$ cat config.mk
export PLATFORM = sky130hd
export DESIGN_NAME = seg7_scan_decoder
export DESIGN_NICKNAME = d
export VERILOG_FILES = /design/src/rtl/seg7_scan_decoder.sv
export SDC_FILE = /design/constraint.sdc
export NUM_CORES = 1
export LEC_CHECK = 0
export BUFFER_PORTS_ARGS = -buffer_cell sky130_fd_sc_hd__buf_2
export CELL_PAD_IN_SITES_DETAIL_PLACEMENT = 0
export CELL_PAD_IN_SITES_GLOBAL_PLACEMENT = 2
export CORE_UTILIZATION = 40
export CTS_BUF_LIST = sky130_fd_sc_hd__clkbuf_4 sky130_fd_sc_hd__clkbuf_8
export DETAILED_ROUTE_END_ITERATION = 8
export PLACE_DENSITY = 0.95
export SETUP_SLACK_MARGIN = 0.02
export SLEW_MARGIN = 20
export SYNTH_ARGS = -nofsm -noshare
export SYNTH_HDL_FRONTEND = slang
export SYNTH_SLANG_ARGS = --single-unit
$ cat constraint.sdc
create_clock -name clk -period 7.8 [get_ports clk]
set_input_delay 1.17 -clock clk [delete_from_list [all_inputs] [get_ports clk]]
set_output_delay 1.17 -clock clk [all_outputs]
set_load 0.01 [all_outputs]
$ cat src/rtl/seg7_scan_decoder.sv
// Recovers the four digit values shown on a multiplexed, active-low 7-segment display
// by sampling its segment and anode lines and capturing each scan slot once it has settled.
module seg7_scan_decoder #(
   parameter int unsigned SETTLE = 4
) (
   input  logic        clk,
   input  logic        rst,
   input  logic        a,
   input  logic        b,
   input  logic        c,
   input  logic        d,
   input  logic        e,
   input  logic        f,
   input  logic        g,
   input  logic [3:0]  an,
   output logic [15:0] o_digits,
   output logic [3:0]  o_blank,
   output logic [3:0]  o_valid,
   output logic        o_frame,
   output logic        o_seg_err,
   output logic        o_an_err
);

   localparam logic [7:0] SETTLE_C = 8'(SETTLE);

   logic [3:0] an_reg;
   logic [6:0] seg_reg;
   logic [3:0] an_prev_reg;
   logic [6:0] seg_prev_reg;
   logic [7:0] cnt_reg;
   logic [7:0] cnt_next;
   logic       slot_event;

   logic [3:0] sel;
   logic [2:0] low_count;
   logic [3:0] dec_value;
   logic       dec_digit;
   logic       dec_blank;
   logic       capture;
   logic       seg_bad;
   logic       an_bad;
   logic [3:0] seen_reg;
   logic [3:0] seen_next;
   logic       frame_hit;
   logic       frame_reg;
   logic       seg_err_reg;
   logic       an_err_reg;

   // Two-deep sample pipeline: the stability test compares consecutive samples only.
   always_ff @(posedge clk) begin
      if (!rst) begin
         an_reg       <= 4'b1111;
         seg_reg      <= 7'b1111111;
         an_prev_reg  <= 4'b1111;
         seg_prev_reg <= 7'b1111111;
         cnt_reg      <= '0;
      end else begin
         an_reg       <= an;
         seg_reg      <= {a, b, c, d, e, f, g};
         an_prev_reg  <= an_reg;
         seg_prev_reg <= seg_reg;
         cnt_reg      <= cnt_next;
      end
   end

   always_comb begin
      cnt_next = cnt_reg;
      if ({an_reg, seg_reg} != {an_prev_reg, seg_prev_reg}) begin
         cnt_next = 8'd1;
      end else if (cnt_reg != SETTLE_C) begin
         cnt_next = cnt_reg + 8'd1;
      end
   end

   // SETTLE is at least 2, so a reload to 1 can never be mistaken for reaching it.
   assign slot_event = (cnt_next == SETTLE_C) && (cnt_reg != SETTLE_C);

   assign sel       = ~an_reg;
   assign low_count = {2'b00, sel[0]} + {2'b00, sel[1]} + {2'b00, sel[2]} + {2'b00, sel[3]};

   always_comb begin
      dec_value = 4'h0;
      dec_digit = 1'b0;
      dec_blank = 1'b0;
      case (seg_reg)
         7'b0000001: begin dec_value = 4'd0; dec_digit = 1'b1; end
         7'b1001111: begin dec_value = 4'd1; dec_digit = 1'b1; end
         7'b0010010: begin dec_value = 4'd2; dec_digit = 1'b1; end
         7'b0000110: begin dec_value = 4'd3; dec_digit = 1'b1; end
         7'b1001100: begin dec_value = 4'd4; dec_digit = 1'b1; end
         7'b0100100: begin dec_value = 4'd5; dec_digit = 1'b1; end
         7'b0100000: begin dec_value = 4'd6; dec_digit = 1'b1; end
         7'b0001111: begin dec_value = 4'd7; dec_digit = 1'b1; end
         7'b0000000: begin dec_value = 4'd8; dec_digit = 1'b1; end
         7'b0000100: begin dec_value = 4'd9; dec_digit = 1'b1; end
         7'b1111111: begin dec_value = 4'hF; dec_blank = 1'b1; end
         default:    begin dec_value = 4'h0; end
      endcase
   end

   assign capture   = slot_event && (low_count == 3'd1) && (dec_digit || dec_blank);
   assign seg_bad   = slot_event && (low_count == 3'd1) && !(dec_digit || dec_blank);
   assign an_bad    = slot_event && (low_count > 3'd1);
   assign frame_hit = capture && ((seen_reg | sel) == 4'b1111);

   always_comb begin
      seen_next = seen_reg;
      if (capture) begin
         seen_next = frame_hit ? 4'b0000 : (seen_reg | sel);
      end
   end

   always_ff @(posedge clk) begin
      if (!rst) begin
         seen_reg    <= '0;
         frame_reg   <= 1'b0;
         seg_err_reg <= 1'b0;
         an_err_reg  <= 1'b0;
      end else begin
         seen_reg    <= seen_next;
         frame_reg   <= frame_hit;
         seg_err_reg <= seg_bad;
         an_err_reg  <= an_bad;
      end
   end

   genvar gi;
   generate
      for (gi = 0; gi < 4; gi++) begin : g_digit
         logic [3:0] digit_reg;
         logic       blank_reg;
         logic       valid_reg;

         always_ff @(posedge clk) begin
            if (!rst) begin
               digit_reg <= 4'h0;
               blank_reg <= 1'b0;
               valid_reg <= 1'b0;
            end else if (capture && sel[gi]) begin
               digit_reg <= dec_value;
               blank_reg <= dec_blank;
               valid_reg <= 1'b1;
            end
         end

         assign o_digits[4*gi +: 4] = digit_reg;
         assign o_blank[gi]         = blank_reg;
         assign o_valid[gi]         = valid_reg;
      end
   endgenerate

   assign o_frame   = frame_reg;
   assign o_seg_err = seg_err_reg;
   assign o_an_err  = an_err_reg;

endmodule

==> After elaboration in Yosys (flattened, before gate mapping) <==
Cells that the tools add are included.
{ "classes": {"reduce_logical": 14, "addsub": 4, "order_cmp": 1, "n_bitwise": 2, "eq_ne": 15, "mux": 6} }
{ "op_table": {"columns": ["cell", "n"], "rows": [
  ["4-bit one-hot mux with 10 select lines", 1],
  ["7-bit equality test (second input constant)", 3],
  ["8-bit two-way mux", 2],
  ["7-bit by 3-bit equality test with 1-bit output (second input constant)", 2],
  ["7-bit by 6-bit equality test with 1-bit output (second input constant)", 2],
  ["11-bit inequality test", 1],
  ["1-bit logical AND", 10],
  ["10-bit OR reduction", 1],
  ["8-bit by 1-bit adder with 8-bit output (second input constant)", 1],
  ["8-bit by 3-bit equality test with 1-bit output (second input constant)", 1],
  ["8-bit by 3-bit inequality test with 1-bit output (second input constant)", 1],
  ["7-bit by 1-bit equality test with 1-bit output (second input constant)", 1],
  ["7-bit by 4-bit equality test with 1-bit output (second input constant)", 1],
  ["7-bit by 5-bit equality test with 1-bit output (second input constant)", 1],
  ["7-bit zero test", 1],
  ["4-bit equality test (second input constant)", 1],
  ["4-bit two-way mux", 1],
  ["4-bit NOT", 1],
  ["4-bit bitwise OR", 1],
  ["2-bit by 1-bit adder with 3-bit output", 1],
  ["3-bit by 1-bit adder with 3-bit output", 1],
  ["3-bit by 1-bit equality test with 1-bit output (second input constant)", 1],
  ["3-bit by 1-bit greater-than comparator with 1-bit output (second input constant)", 1],
  ["1-bit by 1-bit adder with 2-bit output", 1],
  ["3 further kinds", 4]
]} }
{ "totals": {"input_bits": 13, "regBits": 61} }

==> Depth between registers and ports, before layout <==
{ "depth": {"ltp_word": 9, "mapped_depth": 11, "mapped_depth_nobuf": 10} }

==> Least setup slack after synthesis <==
No wires, ideal clock.
{ "synth_timing": {"kind": "register to register", "from": "register an_reg[0]", "to": "register g_digit[0].digit_reg[0]", "path_stages_with_launch": 12, "setup_ns": 0.134, "arrival_ns": 2.650, "path_slack_ns": 5.016, "path_buffers": 1, "cell_sequence": "dfxtp_1 > fa_1 > inv_1 > ha_1 > inv_1 > ha_1 > or3b_2 > a31oi_1 > and4_2 > buf_8 > nand4_4 > mux2i_1"} }
{ "synth_between": {"elab_chain_len": 8, "word_cells_on_any_way": 12, "classes_between": "add/sub: 3; eq/ne: 3; mux: 1; bitwise: 1; reduce/logical: 4"} }
{ "synth_rtl": {"columns": ["element", "line_no", "source"], "rows": [
  ["from (decl)", "26", "logic [3:0] an_reg;"],
  ["from (signal assigned)", "58", "an_reg <= an;"],
  ["4-bit NOT", "78", "assign sel = ~an_reg;"],
  ["1-bit by 1-bit adder with 2-bit output", "79", "assign low_count = {2'b00, sel[0]} + {2'b00, sel[1]} + {2'b00, sel[2]} + {2'b00, sel[3]};"],
  ["2-bit by 1-bit adder with 3-bit output", "79", null],
  ["3-bit by 1-bit adder with 3-bit output", "79", null],
  ["3-bit by 1-bit equality test with 1-bit output", "101", "assign capture = slot_event && (low_count == 3'd1) && (dec_digit || dec_blank);"],
  ["1-bit logical AND (2 in a row)", "101", null],
  ["1-bit logical AND *", "139", "end else if (capture && sel[gi]) begin"],
  ["to (signal assigned)", "140", "digit_reg <= dec_value;"],
  ["to (decl)", "130", "logic [3:0] digit_reg;"]
]} }
Every way passes the cells marked *; elsewhere a longest branch is shown, timed or not.
A chain may end at the register's enable or synchronous reset.

==> Worst setup path after layout <==
{ "layout_timing": {"from": "register an_reg[1]", "to": "register g_digit[0].digit_reg[2]"} }
{ "layout_between": {"elab_chain_len": 8, "word_cells_on_any_way": 12, "classes_between": "add/sub: 3; eq/ne: 3; mux: 1; bitwise: 1; reduce/logical: 4"} }
{ "layout_rtl": {"columns": ["element", "line_no"], "rows": [
  ["4-bit NOT", "78"],
  ["1-bit by 1-bit adder with 2-bit output", "79"],
  ["2-bit by 1-bit adder with 3-bit output", "79"],
  ["3-bit by 1-bit adder with 3-bit output", "79"],
  ["3-bit by 1-bit equality test with 1-bit output", "101"],
  ["1-bit logical AND * (2 in a row)", "101"],
  ["1-bit logical AND *", "139"]
]} }
Marks and branches as above.

==> results.md <==
* Final Cell Area at 0.00322 sq mm
* Clk slew on worst S/H paths at 70 ps
* Gates resized, CTS repair at 0
* Share of post-route cells with drive strength above 1 at 21.8%
* Post-synthesis simple-gate area fraction at 23.5%
* Total clock buffers created by CTS at 9
* Synth top area cells: dfxtp_1, mux2i_1, nand2b_1
* Max incr delay on CP at 470 ps
* Post-DP HPWL at 3.87 mm
* Mapped Area at 0.00286 sq mm
* First-pass GRT wire length at 9.17 mm
* Grt ovf at 0
* Synth Area in XOR/XNOR at 5.52%
* CP endpoint kind: flip-flop
* Met2 Use GR at 24.4%
* Slew Limit Fails at 0
* Fmax at 322 MHz
* # placed instances at 405
* Fraction of registers with async set/reset at 0%
* Die area at 0.00748 sq mm
* Largest net degree at the start of global routing at 50
* Worst r2r src: an_reg[1]$_SDFF_PN1_
* Worst Hold Path EP: g_digit[1].valid_reg$_SDFFE_PN0P_
* Worst Max-Slew Pin Slew at 867 ps
* CP arrival at 3290 ps
* Vias in the first global route at 1939
* Non-filler cells, final at 421
* Total track usage at 16.2%
* Power Total at 695 uW
* Clock Latency Late Sink at 330 ps
* Remaining antenna violation count at 0
* Via/cell ratio at 4.90
* Post-route DRC at 0
* VDD IR max at 136 uV
* #FFs+latches synth at 61
* Warnings from Yosys at 0
* RSZ-0062 raised after global routing: false
* PD cells at 216 mW/mm^2
* Worst Path Max Fanout at 7
* DIE HEIGHT at 86.5 um
* Register area share after synthesis at 42.8%
* Antenna Cells at 0
* Crit path cell chain: fa_1 -> inv_1 -> ha_1 -> inv_1 -> ha_1 -> or3b_2 -> a31oi_1 -> and4_2 -> nand4_4 -> mux2i_1
* Required time worst endpoint at 7990 ps
* Post-layout utilization of the core at 47.1%
* CP Launch Type: flip-flop
* GR Util met1 at 21.0%
* Share of the synthesized area in the top cell type at 42.8%
* Sum of negative setup slack at 0 ps
* Max reg flops at 16
* Synthesized area per cell at 9.65 sq um
* Compound-Gate Fraction of Synth Area at 9.20%
* Final Hold Violating Endpoints at 0
* Final worst clock skew at 3.55 ps
* DR pass1 iterations at 4
* Leak at 0.00144 uW
* RR Endpoint: g_digit[0].digit_reg[2]$_SDFFE_PN0P_
* Initial antenna violation count at 0
* Clock Path Buffers at 2
* Hold Startpoint: g_digit[1].valid_reg$_SDFFE_PN0P_
* M3 GR Usage at 6.67%
* First DRT Iteration DRCs at 96
* FF-to-FF path depth at 10
* Reg2reg setup slack at 4700 ps
* Placement Cell Area at 0.00297 sq mm
* Fin crit share at 39.8%
* Post-synthesis adder-cell area fraction at 2.89%
* Outcome: completed
* Area grow syn2layout at 12.6%
* CTS Hold Bufs at 0
* Max stage delay cell, worst path: dfxtp_1
* Via count at 2061
* Top_reg_cell synth: dfxtp_1
* # clock sinks at 61
* Yosys top cell by area: dfxtp_1
* EDFF count, synth at 0
* Hold path cells at 2
* Layout net count at 339
* # rows at 30
* Core ar. at 0.00683 sq mm
* IO Pins at 40
* Final wirelength at 5.41 mm
* Gp weighted congestion at 0.811
* Port-buffer cells at 39
* Largest family of logic cells by synthesized area: simple AND/OR/NAND/NOR gates
* Starting Density at 41.8%
* Yosys cell types at 49
* Post-synthesis mux area share at 7.01%
* Slew margin rel. at 42.2%
* CTS tree: done
* CP Class: reg2reg
* Chip Width at 86.5 um
* Global routing's busiest layer: met2
* Syn Inst Count at 296
* Final Critical Period at 3100 ps
* Final setup fails at 0
* MaxCap Viol Count at 0
* Worst Hold Class: reg2reg
* DR WL/cell at 12.8 um
* Synth Net Count at 315
* H-tree Lvls at 3
* CP Launch Point: an_reg[1]$_SDFF_PN1_
* Postcts setup bufs at 0
* Root Buffer: clkbuf_8
-- worst max-delay path by stage --
stage | to | cells past startpoint
after global routing | g_digit[0].digit_reg[2]$_SDFFE_PN0P_ | 10
after CTS | g_digit[3].digit_reg[0]$_SDFFE_PN0P_ | 10
final | g_digit[0].digit_reg[2]$_SDFFE_PN0P_ | 10
after global placement | g_digit[0].digit_reg[3]$_SDFFE_PN0P_ | 10
after detailed placement | g_digit[3].digit_reg[0]$_SDFFE_PN0P_ | 10
after floorplan | g_digit[0].digit_reg[0]$_SDFFE_PN0P_ | 11
-- worst max-delay path: cells and delay by family (launching register included) --
family / cells / cell delay, ps
mux: 1 / 190
compound gates: 1 / 200
buf+inv: 2 / 120
simple gates: 3 / 1090
fa+ha+maj: 3 / 880
flops: 1 / 470
-- cells in the mapped netlist (3+ instances only) --
cell type	number
nand3_1	7
xor2_1	14
nand2b_1	22
a21boi_0	3
nor3_1	6
nor4_1	4
nand4_4	4
buf_4	9
buf_2	4
nor2b_1	4
nor2_1	15
dfxtp_1	61
a21oi_1	13
mux2i_1	20
inv_1	16
buf_6	6
nand4_1	6
clkbuf_1	5
o21ai_0	5
nand2_1	28
ha_1	5
and3_1	3
xnor2_1	4
-- cell families after synthesis --
logic type               after synthesis
multiplexers                          20
XOR/XNOR                              18
flip-flops                            61
AO/OA/AOI/OAI                         36
adder cells (fa/ha/maj)                6
buffers and inverters                 42
AND/OR/NAND/NOR                      113
-- placed cells by master (no fill, tap or decap), drive strengths merged, types with 2 or more instances in the layout --
cell type | synthesis | final
dfxtp | 61 | 61
buf | 20 | 39
nand2 | 28 | 28
nand2b | 22 | 22
mux2i | 20 | 20
inv | 16 | 16
nor2 | 15 | 15
a21oi | 15 | 15
xor2 | 14 | 14
clkbuf | 5 | 13
nand4 | 10 | 10
nand3 | 7 | 7
nor3 | 6 | 6
o21ai | 5 | 5
ha | 5 | 5
and3 | 5 | 5
nor4 | 4 | 4
nor2b | 4 | 4
xnor2 | 4 | 4
a21boi | 3 | 3
o211ai | 2 | 2
or3b | 2 | 2
or3 | 2 | 2
nand3b | 2 | 2
bufinv | 0 | 2
-- routing by layer --
| metal | share of wire, % | vias up |
|---|---|---|
| met3 | 4.3 | 6 |
| met5 | 0 | - |
| li1 | - | 1052 |
| met1 | 50 | 968 |
| met2 | 45 | 35 |
| met4 | 0.81 | 0 |
-- layout make-up --
class,instances,area (sq um)
inverters,16,60.1
flip-flops and latches,61,1220
clock buffers,13,179
fillers,680,3620
well taps,96,120
repair buffers,39,195
multi-input cells,193,1380
clock inverters,3,65.1
-- where the power goes --
group          internal, uW  total (uW)  leakage [uW]  switching [uW]
Combinational          16.6        36.9      0.000814            20.3
Clock                   214         332      0.000126             118
Sequential              317         326      0.000497            9.24
-- stage by stage --
| stage | worst slack [ps] | hold WS, ps |
|---|---|---|
| 2_1_floorplan | 5020 | 423 |
| 3_3_place_gp | 4780 | 438 |
| 3_5_place_dp | 4690 | 435 |
| 4_1_cts | 4670 | 445 |
| 5_1_grt | 4490 | 469 |
| 6_report | 4700 | 443 |
Note: power is estimated with default switching activity, not from simulation.
